===== config.mk =====
export PLATFORM = sky130hd
export DESIGN_NAME = dtw_result_unloader
export DESIGN_NICKNAME = d
export VERILOG_FILES = /design/src/rtl/dtw_result_unloader.sv
export SDC_FILE = /design/constraint.sdc
export NUM_CORES = 1
export LEC_CHECK = 0
export BUFFER_PORTS_ARGS = -buffer_cell sky130_fd_sc_hd__clkbuf_2
export CAP_MARGIN = 20
export CORE_MARGIN = 3
export CORE_UTILIZATION = 54
export CTS_BUF_LIST = sky130_fd_sc_hd__clkbuf_8
export CTS_CLUSTER_SIZE = 28
export DETAILED_ROUTE_END_ITERATION = 7
export PLACE_DENSITY = 0.8
export SETUP_SLACK_MARGIN = 0.3
export SLEW_MARGIN = 30
export SYNTH_ARGS = -nofsm -noshare
export SYNTH_HDL_FRONTEND = slang
export SYNTH_SLANG_ARGS = --single-unit
export TNS_END_PERCENT = 50

===== constraint.sdc =====
create_clock -name clk -period 2.7 [get_ports clk]
set_clock_uncertainty 0.15 [all_clocks]
set_input_delay 0 -clock clk [delete_from_list [all_inputs] [get_ports clk]]
set_output_delay 0 -clock clk [all_outputs]
set_load 0.005 [all_outputs]

===== src/rtl/dtw_result_unloader.sv =====
// Streams one pass of DTW result words from the shared SRAM to a valid/ready sink.
// Optional feature: define DTW_UNLOAD_CHECKSUM_EN to add a running checksum output.
module dtw_result_unloader #(
    parameter int DATA_W     = 32,
    parameter int ADDR_W     = 10,
    parameter int BASE_ADDR  = 20,
    parameter int NUM_WORDS  = 40,
    parameter int FIFO_DEPTH = 4
) (
    input  logic              clk,
    input  logic              rst,
    input  logic              start,
    input  logic              bus_gnt,
    output logic              bus_req,
    output logic              CS,
    output logic              WR,
    output logic [ADDR_W-1:0] ADDR,
    input  logic [DATA_W-1:0] DATA,
    output logic              out_valid,
    input  logic              out_ready,
    output logic [DATA_W-1:0] out_data,
    output logic              out_last,
    output logic              busy,
    output logic              done
`ifdef DTW_UNLOAD_CHECKSUM_EN
    ,
    output logic [DATA_W-1:0] checksum
`endif
);

    localparam int CNT_W  = $clog2(NUM_WORDS + 1);
    localparam int PTR_W  = $clog2(FIFO_DEPTH);
    localparam int FCNT_W = PTR_W + 1;
    localparam logic [CNT_W-1:0] LAST_IDX = CNT_W'(NUM_WORDS - 1);

    typedef enum logic [2:0] {
        S_IDLE  = 3'd0,
        S_REQ   = 3'd1,
        S_READ  = 3'd2,
        S_DRAIN = 3'd3,
        S_FIN   = 3'd4
    } state_t;

    state_t              state_q, state_d;
    logic [CNT_W-1:0]    rd_idx_q, rd_idx_d;
    logic [CNT_W-1:0]    acc_q, acc_d;
    logic                cs_q, cs_d;
    logic                inflight_q;
    logic [ADDR_W-1:0]   addr_q, addr_d;
    logic [PTR_W-1:0]    wr_ptr_q, wr_ptr_d;
    logic [PTR_W-1:0]    rd_ptr_q, rd_ptr_d;
    logic [FCNT_W-1:0]   count_q, count_d;
    logic [DATA_W-1:0]   mem_q [FIFO_DEPTH];
    logic                out_valid_q, out_valid_d;
    logic                out_last_q, out_last_d;
    logic [DATA_W-1:0]   out_data_q, out_data_d;
    logic [DATA_W-1:0]   head_s;
    logic                bus_req_q, bus_req_d;
    logic                busy_q, busy_d;
    logic                done_q, done_d;
    logic                start_s, issue_s, last_issue_s, push_s, pop_s;
    logic [FCNT_W:0]     credit_s;

    // A word is outstanding both while CS is low and during the following data cycle.
    assign start_s      = (state_q == S_IDLE) && start;
    assign push_s       = inflight_q;
    assign pop_s        = out_valid_q && out_ready;
    assign credit_s     = {1'b0, count_q} + {{FCNT_W{1'b0}}, ~cs_q} + {{FCNT_W{1'b0}}, inflight_q};
    assign issue_s      = ((state_q == S_REQ) || (state_q == S_READ)) && bus_gnt
                          && (credit_s < (FCNT_W + 1)'(FIFO_DEPTH));
    assign last_issue_s = issue_s && (rd_idx_q == LAST_IDX);

    // FSM state register
    always_ff @(posedge clk) begin
        if (rst) begin
            state_q <= S_IDLE;
        end else begin
            state_q <= state_d;
        end
    end

    // FSM next-state logic; the grant cycle in REQ already issues the first read
    always_comb begin
        state_d = state_q;
        case (state_q)
            S_IDLE: begin
                if (start) state_d = S_REQ;
                else       state_d = S_IDLE;
            end
            S_REQ: begin
                if (last_issue_s) state_d = S_DRAIN;
                else if (bus_gnt) state_d = S_READ;
                else              state_d = S_REQ;
            end
            S_READ: begin
                if (last_issue_s) state_d = S_DRAIN;
                else              state_d = S_READ;
            end
            S_DRAIN: begin
                if ((count_d == '0) && cs_q) state_d = S_FIN;
                else                         state_d = S_DRAIN;
            end
            S_FIN:   state_d = S_IDLE;
            default: state_d = S_IDLE;
        endcase
    end

    // FSM output and datapath next-state logic
    always_comb begin
        if (start_s) begin
            rd_idx_d = '0;
            acc_d    = '0;
        end else begin
            if (issue_s) rd_idx_d = rd_idx_q + CNT_W'(1);
            else         rd_idx_d = rd_idx_q;
            if (pop_s)   acc_d = acc_q + CNT_W'(1);
            else         acc_d = acc_q;
        end

        if (issue_s) begin
            cs_d   = 1'b0;
            addr_d = ADDR_W'(BASE_ADDR) + ADDR_W'(rd_idx_q);
        end else begin
            cs_d   = 1'b1;
            addr_d = addr_q;
        end

        if (push_s) wr_ptr_d = wr_ptr_q + PTR_W'(1);
        else        wr_ptr_d = wr_ptr_q;
        if (pop_s)  rd_ptr_d = rd_ptr_q + PTR_W'(1);
        else        rd_ptr_d = rd_ptr_q;
        count_d = count_q + FCNT_W'(push_s) - FCNT_W'(pop_s);

        // When the FIFO drains to nothing this cycle, the incoming word becomes the head.
        if ((count_q == '0) || ((count_q == FCNT_W'(1)) && pop_s)) head_s = DATA;
        else                                                        head_s = mem_q[rd_ptr_d];

        out_valid_d = (count_d != '0);
        if (out_valid_d) begin
            out_data_d = head_s;
            out_last_d = (acc_d == LAST_IDX);
        end else begin
            out_data_d = '0;
            out_last_d = 1'b0;
        end

        bus_req_d = (state_d == S_REQ) || (state_d == S_READ);
        busy_d    = (state_d == S_REQ) || (state_d == S_READ) || (state_d == S_DRAIN);
        done_d    = (state_d == S_FIN);
    end

    // Datapath and output registers
    always_ff @(posedge clk) begin
        if (rst) begin
            rd_idx_q    <= '0;
            acc_q       <= '0;
            cs_q        <= 1'b1;
            inflight_q  <= 1'b0;
            addr_q      <= '0;
            wr_ptr_q    <= '0;
            rd_ptr_q    <= '0;
            count_q     <= '0;
            out_valid_q <= 1'b0;
            out_data_q  <= '0;
            out_last_q  <= 1'b0;
            bus_req_q   <= 1'b0;
            busy_q      <= 1'b0;
            done_q      <= 1'b0;
        end else begin
            rd_idx_q    <= rd_idx_d;
            acc_q       <= acc_d;
            cs_q        <= cs_d;
            inflight_q  <= ~cs_q;
            addr_q      <= addr_d;
            wr_ptr_q    <= wr_ptr_d;
            rd_ptr_q    <= rd_ptr_d;
            count_q     <= count_d;
            out_valid_q <= out_valid_d;
            out_data_q  <= out_data_d;
            out_last_q  <= out_last_d;
            bus_req_q   <= bus_req_d;
            busy_q      <= busy_d;
            done_q      <= done_d;
        end
    end

    // FIFO storage captures SRAM data in the cycle after CS was low
    always_ff @(posedge clk) begin
        if (push_s) begin
            mem_q[wr_ptr_q] <= DATA;
        end
    end

`ifdef DTW_UNLOAD_CHECKSUM_EN
    logic [DATA_W-1:0] checksum_q, checksum_d;

    // Checksum next value: sum of accepted words, restarted by an accepted start
    always_comb begin
        if (start_s)    checksum_d = '0;
        else if (pop_s) checksum_d = checksum_q + out_data_q;
        else            checksum_d = checksum_q;
    end

    // Checksum register
    always_ff @(posedge clk) begin
        if (rst) begin
            checksum_q <= '0;
        end else begin
            checksum_q <= checksum_d;
        end
    end

    assign checksum = checksum_q;
`endif

    assign bus_req   = bus_req_q;
    assign CS        = cs_q;
    assign WR        = 1'b0;
    assign ADDR      = addr_q;
    assign out_valid = out_valid_q;
    assign out_data  = out_data_q;
    assign out_last  = out_last_q;
    assign busy      = busy_q;
    assign done      = done_q;

endmodule


==> results of run 1 <==
-- layout make-up --
type / count / share of cell area
clock inverters: 15 / 0.0173
multi-input cells: 206 / 0.235
inverters: 8 / 0.00390
clock buffers: 17 / 0.0260
flip-flops and latches: 196 / 0.579
repair buffers: 140 / 0.114
well taps: 176 / 0.0245
-- per-layer routing --
metal / vias to the layer above / GRT usage
met5: - / 0
met4: 0 / 0.0713
met3: 20 / 0.0540
met2: 144 / 0.352
met1: 2128 / 0.266
li1: 1926 / -
-- how the worst max path moves through the flow --
stage,to,slack [ns],depth (start not counted),startpoint
6_report,out_data[17],0.15,12,out_valid
5_1_grt,out_data[26],0.09,12,out_valid
4_1_cts,out_data[0],0.20,12,out_valid
3_5_place_dp,out_data[2],-0.25,10,out_valid
3_3_place_gp,out_data[2],-0.12,10,out_valid
2_1_floorplan,out_data[10],0.05,14,out_valid
-- repair_timing --
item                                   4_1_cts  5_1_grt
endpoints found under the hold margin      185        0
pin swaps                                   12        6
cloned                                       4        0
setup endpoints to repair                   36       41
buffers inserted                             8        2
gates resized for setup                     12        4
hold buffers                                36        0
-- layout by cell type (no fill, tap or decap), types with 3 or more instances in the layout --
| master | count |
|---|---|
| a21oi_1 | 3 |
| conb_1 | 4 |
| dlygate4sd3_1 | 36 |
| and2_2 | 4 |
| clkinv_2 | 3 |
| a22o_1 | 33 |
| inv_1 | 9 |
| clkbuf_2 | 81 |
| and2_4 | 5 |
| nand4_1 | 4 |
| edfxtp_1 | 128 |
| clkinv_4 | 3 |
| buf_6 | 3 |
| buf_12 | 6 |
| ha_1 | 10 |
| xnor2_1 | 11 |
| dfxtp_1 | 67 |
| nor2b_1 | 4 |
| buf_4 | 14 |
| inv_6 | 5 |
| nor2_1 | 29 |
| mux4_2 | 32 |
| a211oi_1 | 3 |
| xor2_1 | 5 |
| nand2_1 | 11 |
| mux2i_1 | 7 |
| a211oi_2 | 4 |
| clkbuf_8 | 17 |
-- state kept, by name (all words and copies together), names as in the netlist --
signal	flops
done	1
count_q	3
rd_idx_q	6
wr_ptr_q	2
mem_q	128
out_last	1
out_data	32
ADDR	7
inflight_q	1
acc_q	6
CS	1
bus_req	1
rd_ptr_q	2
state_q	3
busy	1
out_valid	1
-- worst min-delay path, stage by stage --
cell and delay (ns):
clkbuf_2 0.09, nor4b_1 0.17, a211oi_2 0.29, nor2_1 0.06
-- Yosys cell counts (2+ instances only) --
cell type and number:
buf_6 4, edfxtp_1 128, and3_1 2, xor2_1 5, mux4_2 32, xnor2_1 11
nand2b_1 3, mux2i_1 7, nand4_1 4, buf_2 8, a211oi_1 5, nor2b_1 4
nand2_1 13, nor2_1 30, ha_1 11, o21ai_0 2, clkbuf_1 6, buf_4 4
a21oi_1 3, dfxtp_1 68, or2_2 2, a211oi_2 2, nor3_1 2, and2_1 5
a22o_1 33, inv_1 7
-- power by group through the flow --
stage	clock network, mW	registers [mW]	logic (mW)
2_1_floorplan	0	3.70	1.18
3_3_place_gp	0	3.69	1.69
3_5_place_dp	0	3.70	1.75
4_1_cts	1.89	3.64	2.11
5_1_grt	2.01	3.66	2.30
6_report	1.85	3.64	2.12
-- kinds of logic (layout without fill, tap and decap cells) --
group                      count (synthesis)  after routing  synth area share
AOI/OAI and AO/OA                         55             55            0.0659
muxes                                     39             39             0.107
and+or+nand+nor                           74             78            0.0500
other                                      1              4          0.000508
adders and majority gates                 12             12            0.0213
DFF                                      196            196             0.704
buffers and inverters                     32            180            0.0259
xor gates and xnor gates                  18             18            0.0249
==> flow_summary.yaml, run 1 <==
worst_hold_path:
  hold_end: "state_q[0]"
  worst_hold_startpoint: "start"
  holdCritPathClass: "input port to register"
  hold_depth: 4
worst_setup_path:
  worstSetupPathType: "register to register"
  r2r_slack_ns: 0.15
  critical-path-slowest-cell: "dfxtp_2"
  crit_chain: "and2_4 -> nand2b_4 -> nand2_4 -> ha_4 -> fa_2 -> xor2_1 -> nor3b_2 -> or2_4 -> buf_6 -> inv_6 -> and2_4 -> a22o_1"
  reg2reg_to: "out_data[17]"
  path_common_cell: "and2_4"
  startpoint_type: "register"
  rr_worst_depth: 12
  cp-end-kind: "register"
  worstReg2RegStart: "out_valid"
  path_max_fanout: 8
  critical-path-top-delay-family: "simple AND/OR/NAND/NOR gates"
  critical-path-max-stage-delay_ns: 0.34
  crit_buf_inv: 2
  crit_required_ns: 2.92
  arrival_ns: 2.76
clock_tree:
  cts_tree: "done"
  clock_latency_ns: 0.46
  h-tree-depth: 4
  cts_buffers: 17
  clk_path_buf_depth: 2
  cts.sinks: 196
  clk_pin_slew_worst_paths_ns: 0.10
  clock-root-buffer: "clkbuf_8"
die:
  die_width_um: 123
  num_rows: 42
  initial_utilization: 0.556
  die_area_sq_um: 15100
  io_pins: 86
  die_y_um: 123
  core_sq_um: 13300
logic_synthesis:
  ys_types: 52
  synth_area_leader_cell: "edfxtp_1"
  synth.avg_cell_area_sq_um: 17.3
  ys_seq_elements: 196
  yosysWarningCount: 0
  syn_inst: 427
  synth-seq-area-share: 0.704
  synth.area.top_cells: "edfxtp_1 52%, dfxtp_1 18%, mux4_2 9.8%, a22o_1 3.9%, ha_1 1.9%"
  synth_edf_count: 128
  synth_top_flop_cell: "edfxtp_1"
  synth_top_area_share: 0.520
  syn_area_sq_um: 7390
  ys_async_sr_fraction: 0
layout:
  num_antenna_cells: 0
  finish.utilization: 0.676
  finalNonFillerCells: 758
  fillers: 865
  seqCellArea_sq_um: 5210
  area_growth_pct: 21.6
  nNetsFinal: 618
  design_area_sq_um: 8990
  drive_gt1_frac: 0.342
  multi_input_area_sq_um: 2110
drt:
  drtAntennaViolNets: 0
  drc_errors: 0
  drt-met1-wl_um: 6230
  met2_length_um: 7550
  drt_pass1_iterations: 4
  highest_layer: "met4"
  via_per_inst: 5.56
  wirelength_um: 14800
  wl_met3_um: 845
  drt-initial-drc-count: 399
  routedWlPerCell_um: 19.6
  vias: 4218
placement:
  placed_area_sq_um: 8040
  dp_cells: 676
  hpwl_um: 8530
  port_buffers: 81
  post-place-ws_ns: -0.249
  place_congestion: 0.774
timing:
  period_share: 0.943
  hold_viol_final: 0
  clock.fmax_mhz: 393
  max_slew_margin: 0.393
  rsz0062_at_grt: "true"
  fin_setup_tns_ns: 0
  worst_pin_slew_ns: 0.910
  final_max_slew_viol_count: 0
  setup_viol: 0
  period_needed_ns: 2.55
  whs_ns: 0.0505
  worst_slack_ns: 0.153
pwr:
  vdd_drop_max_uv: 484
  switching_share: 0.283
  combPwrFrac: 0.278
  clkPwrFrac: 0.244
  internal-power_mw: 5.46
  p_seq_frac: 0.478
  power.switching_mw: 2.15
  power_per_cell_area_nw_per_um2: 847
  power_mw: 7.61
  power.leakage_nw: 3.29
grt:
  antenna_found_initial: 0
  grt_max_degree: 33
  grt_pass1_vias: 4428
  grt-ovfl-total: 0
  gr-usage-all-layers: 0.209
  grt_first_pass_wirelength_um: 23200
flow_run:
  drv_cap: 0
outcome:
  status: "finished clean"
(Power assumes the default switching activity.)
==> run 2: changes to the inputs <==
--- a/config.mk
+++ b/config.mk
@@ -12,7 +12,7 @@
 export CTS_BUF_LIST = sky130_fd_sc_hd__clkbuf_8
 export CTS_CLUSTER_SIZE = 28
 export DETAILED_ROUTE_END_ITERATION = 7
-export PLACE_DENSITY = 0.8
+export PLACE_DENSITY = 0.78
 export SETUP_SLACK_MARGIN = 0.3
 export SLEW_MARGIN = 30
 export SYNTH_ARGS = -nofsm -noshare
==> flow_summary.yaml, run 2 (synthesis gave the netlist of run 1 again) <==
outcome:
  status: "finished clean"
drt:
  drtAntennaViolNets: 0
  drc_errors: 0
  drt-initial-drc-count: 338
  via_per_inst: 5.42
  routedWlPerCell_um: 19.4
  vias: 4074
  wirelength_um: 14600
  drt_pass1_iterations: 5
worst_setup_path:
  startpoint_type: "register"
  worstSetupPathType: "register to register"
  arrival_ns: 2.78
  worstReg2RegStart: "out_valid"
  cp-end-kind: "register"
  critical-path-max-stage-delay_ns: 0.35
  critical-path-top-delay-family: "simple AND/OR/NAND/NOR gates"
  crit_buf_inv: 1
  path_max_fanout: 16
  reg2reg_to: "out_data[19]"
  critical-path-slowest-cell: "dfxtp_2"
  rr_worst_depth: 11
  crit_required_ns: 2.97
  r2r_slack_ns: 0.19
  crit_chain: "and2_4 -> nand2b_4 -> nand2_4 -> ha_4 -> fa_2 -> xor2_2 -> nor3b_4 -> or2_4 -> nor2_4 -> clkbuf_16 -> a22o_1"
die:
  die_y_um: 123
  die_area_sq_um: 15100
  initial_utilization: 0.556
  num_rows: 42
  core_sq_um: 13300
  die_width_um: 123
  io_pins: 86
timing:
  fin_setup_tns_ns: 0
  hold_viol_final: 0
  final_max_slew_viol_count: 0
  max_slew_margin: 0.509
  clock.fmax_mhz: 399
  whs_ns: 0.0161
  setup_viol: 0
  worst_pin_slew_ns: 0.735
  rsz0062_at_grt: "true"
  period_share: 0.929
  period_needed_ns: 2.51
clock_tree:
  clock_latency_ns: 0.46
  cts_tree: "done"
  cts_buffers: 17
  clk_pin_slew_worst_paths_ns: 0.10
  clk_path_buf_depth: 2
  clock-root-buffer: "clkbuf_8"
  cts.sinks: 196
  h-tree-depth: 4
pwr:
  power.leakage_nw: 3.25
  power_per_cell_area_nw_per_um2: 840
  vdd_drop_max_uv: 411
layout:
  top_register: "mem_q"
  largest_register_ff_count: 128
  nNetsFinal: 611
  layout_commonest_cell: "edfxtp_1"
  design_area_sq_um: 8930
  final_cell_mix: "128 x edfxtp_1, 81 x clkbuf_2, 66 x dfxtp_1"
  num_antenna_cells: 0
  drive_gt1_frac: 0.339
  finalNonFillerCells: 751
  area_growth_pct: 20.9
  finish.utilization: 0.672
grt:
  grt_max_degree: 33
  gr-usage-all-layers: 0.198
  antenna_found_initial: 0
  grt-ovfl-total: 0
  grt_first_pass_wirelength_um: 22400
  grt_pass1_vias: 4099
placement:
  hpwl_um: 8420
  dp_cells: 676
  place_congestion: 0.750
  port_buffers: 81
  placed_area_sq_um: 8050
worst_hold_path:
  holdCritPathClass: "input port to register"
  worst_hold_startpoint: "out_ready"
  hold_end: "acc_q[0]"
  hold_depth: 5
flow_run:
  drv_cap: 0
-- run 2: cell count changes in the layout (fill, tap and decap cells not counted), moves of 2 or more --
| cell | previous run | this run |
|---|---|---|
| buf_4 | 14 | 12 |
| inv_6 | 5 | 2 |
| buf_6 | 3 | 0 |
| buf_12 | 6 | 4 |
| clkbuf_8 | 17 | 19 |
-- run 2: cell type report --
cell class                      instances  area, sq um
Sequential cell                       196         5210
Fill cell                             913         4360
Multi-Input combinational cell        205         2120
Timing Repair Buffer                  134          961
Clock buffer                           19          262
Tap cell                              176          220
Clock inverter                         13          134
Inverter                                8         32.5
-- run 2: tightest hold or removal path, cell delays in order --
cell and delay, ns:
clkbuf_2 0.11, and2_4 0.16, buf_4 0.18, xnor2_1 0.08, nor2_1 0.07
-- run 2: stage by stage --
stage / power [mW] / setup WS [ns]
3_3_place_gp: 5.36 / 0.147
3_5_place_dp: 5.42 / 0.0516
5_1_grt: 7.86 / 0.125
6_report: 7.51 / 0.192
4_1_cts: 7.42 / 0.160
2_1_floorplan: 4.88 / 0.0523
-- run 2: worst max-delay path by stage --
stage                     cells past startpoint      endpoint  slack [ns]       from
after floorplan                              14  out_data[10]        0.05  out_valid
after global placement                       11  out_data[14]        0.15  out_valid
after detailed placement                     11   out_data[3]        0.05  out_valid
after CTS                                    11  out_data[12]        0.16  out_valid
after global routing                         11  out_data[12]        0.12  out_valid
final                                        11  out_data[19]        0.19  out_valid
-- run 2: what timing repair did --
action | in CTS | in global routing
gates cloned | 3 | 1
setup buffers | 2 | 1
endpoints found under the setup margin | 36 | 40
pin swaps | 9 | 2
hold endpoints to repair | 186 | 0
hold buffers | 36 | 0
gates resized for setup | 8 | 7
-- run 2: per-layer routing --
| metal | wire, um | track usage |
|---|---|---|
| met3 | 1010 | 0.0453 |
| met4 | 159 | 0.0609 |
| met1 | 6090 | 0.269 |
| met5 | 0 | 0 |
| met2 | 7330 | 0.322 |
-- run 2: power breakdown --
group	internal [mW]	leakage (nW)	switching, mW	total [mW]
sequential	3.50	1.71	0.146	3.64
clock	0.870	0.209	0.981	1.85
combinational	1.06	1.34	0.953	2.02
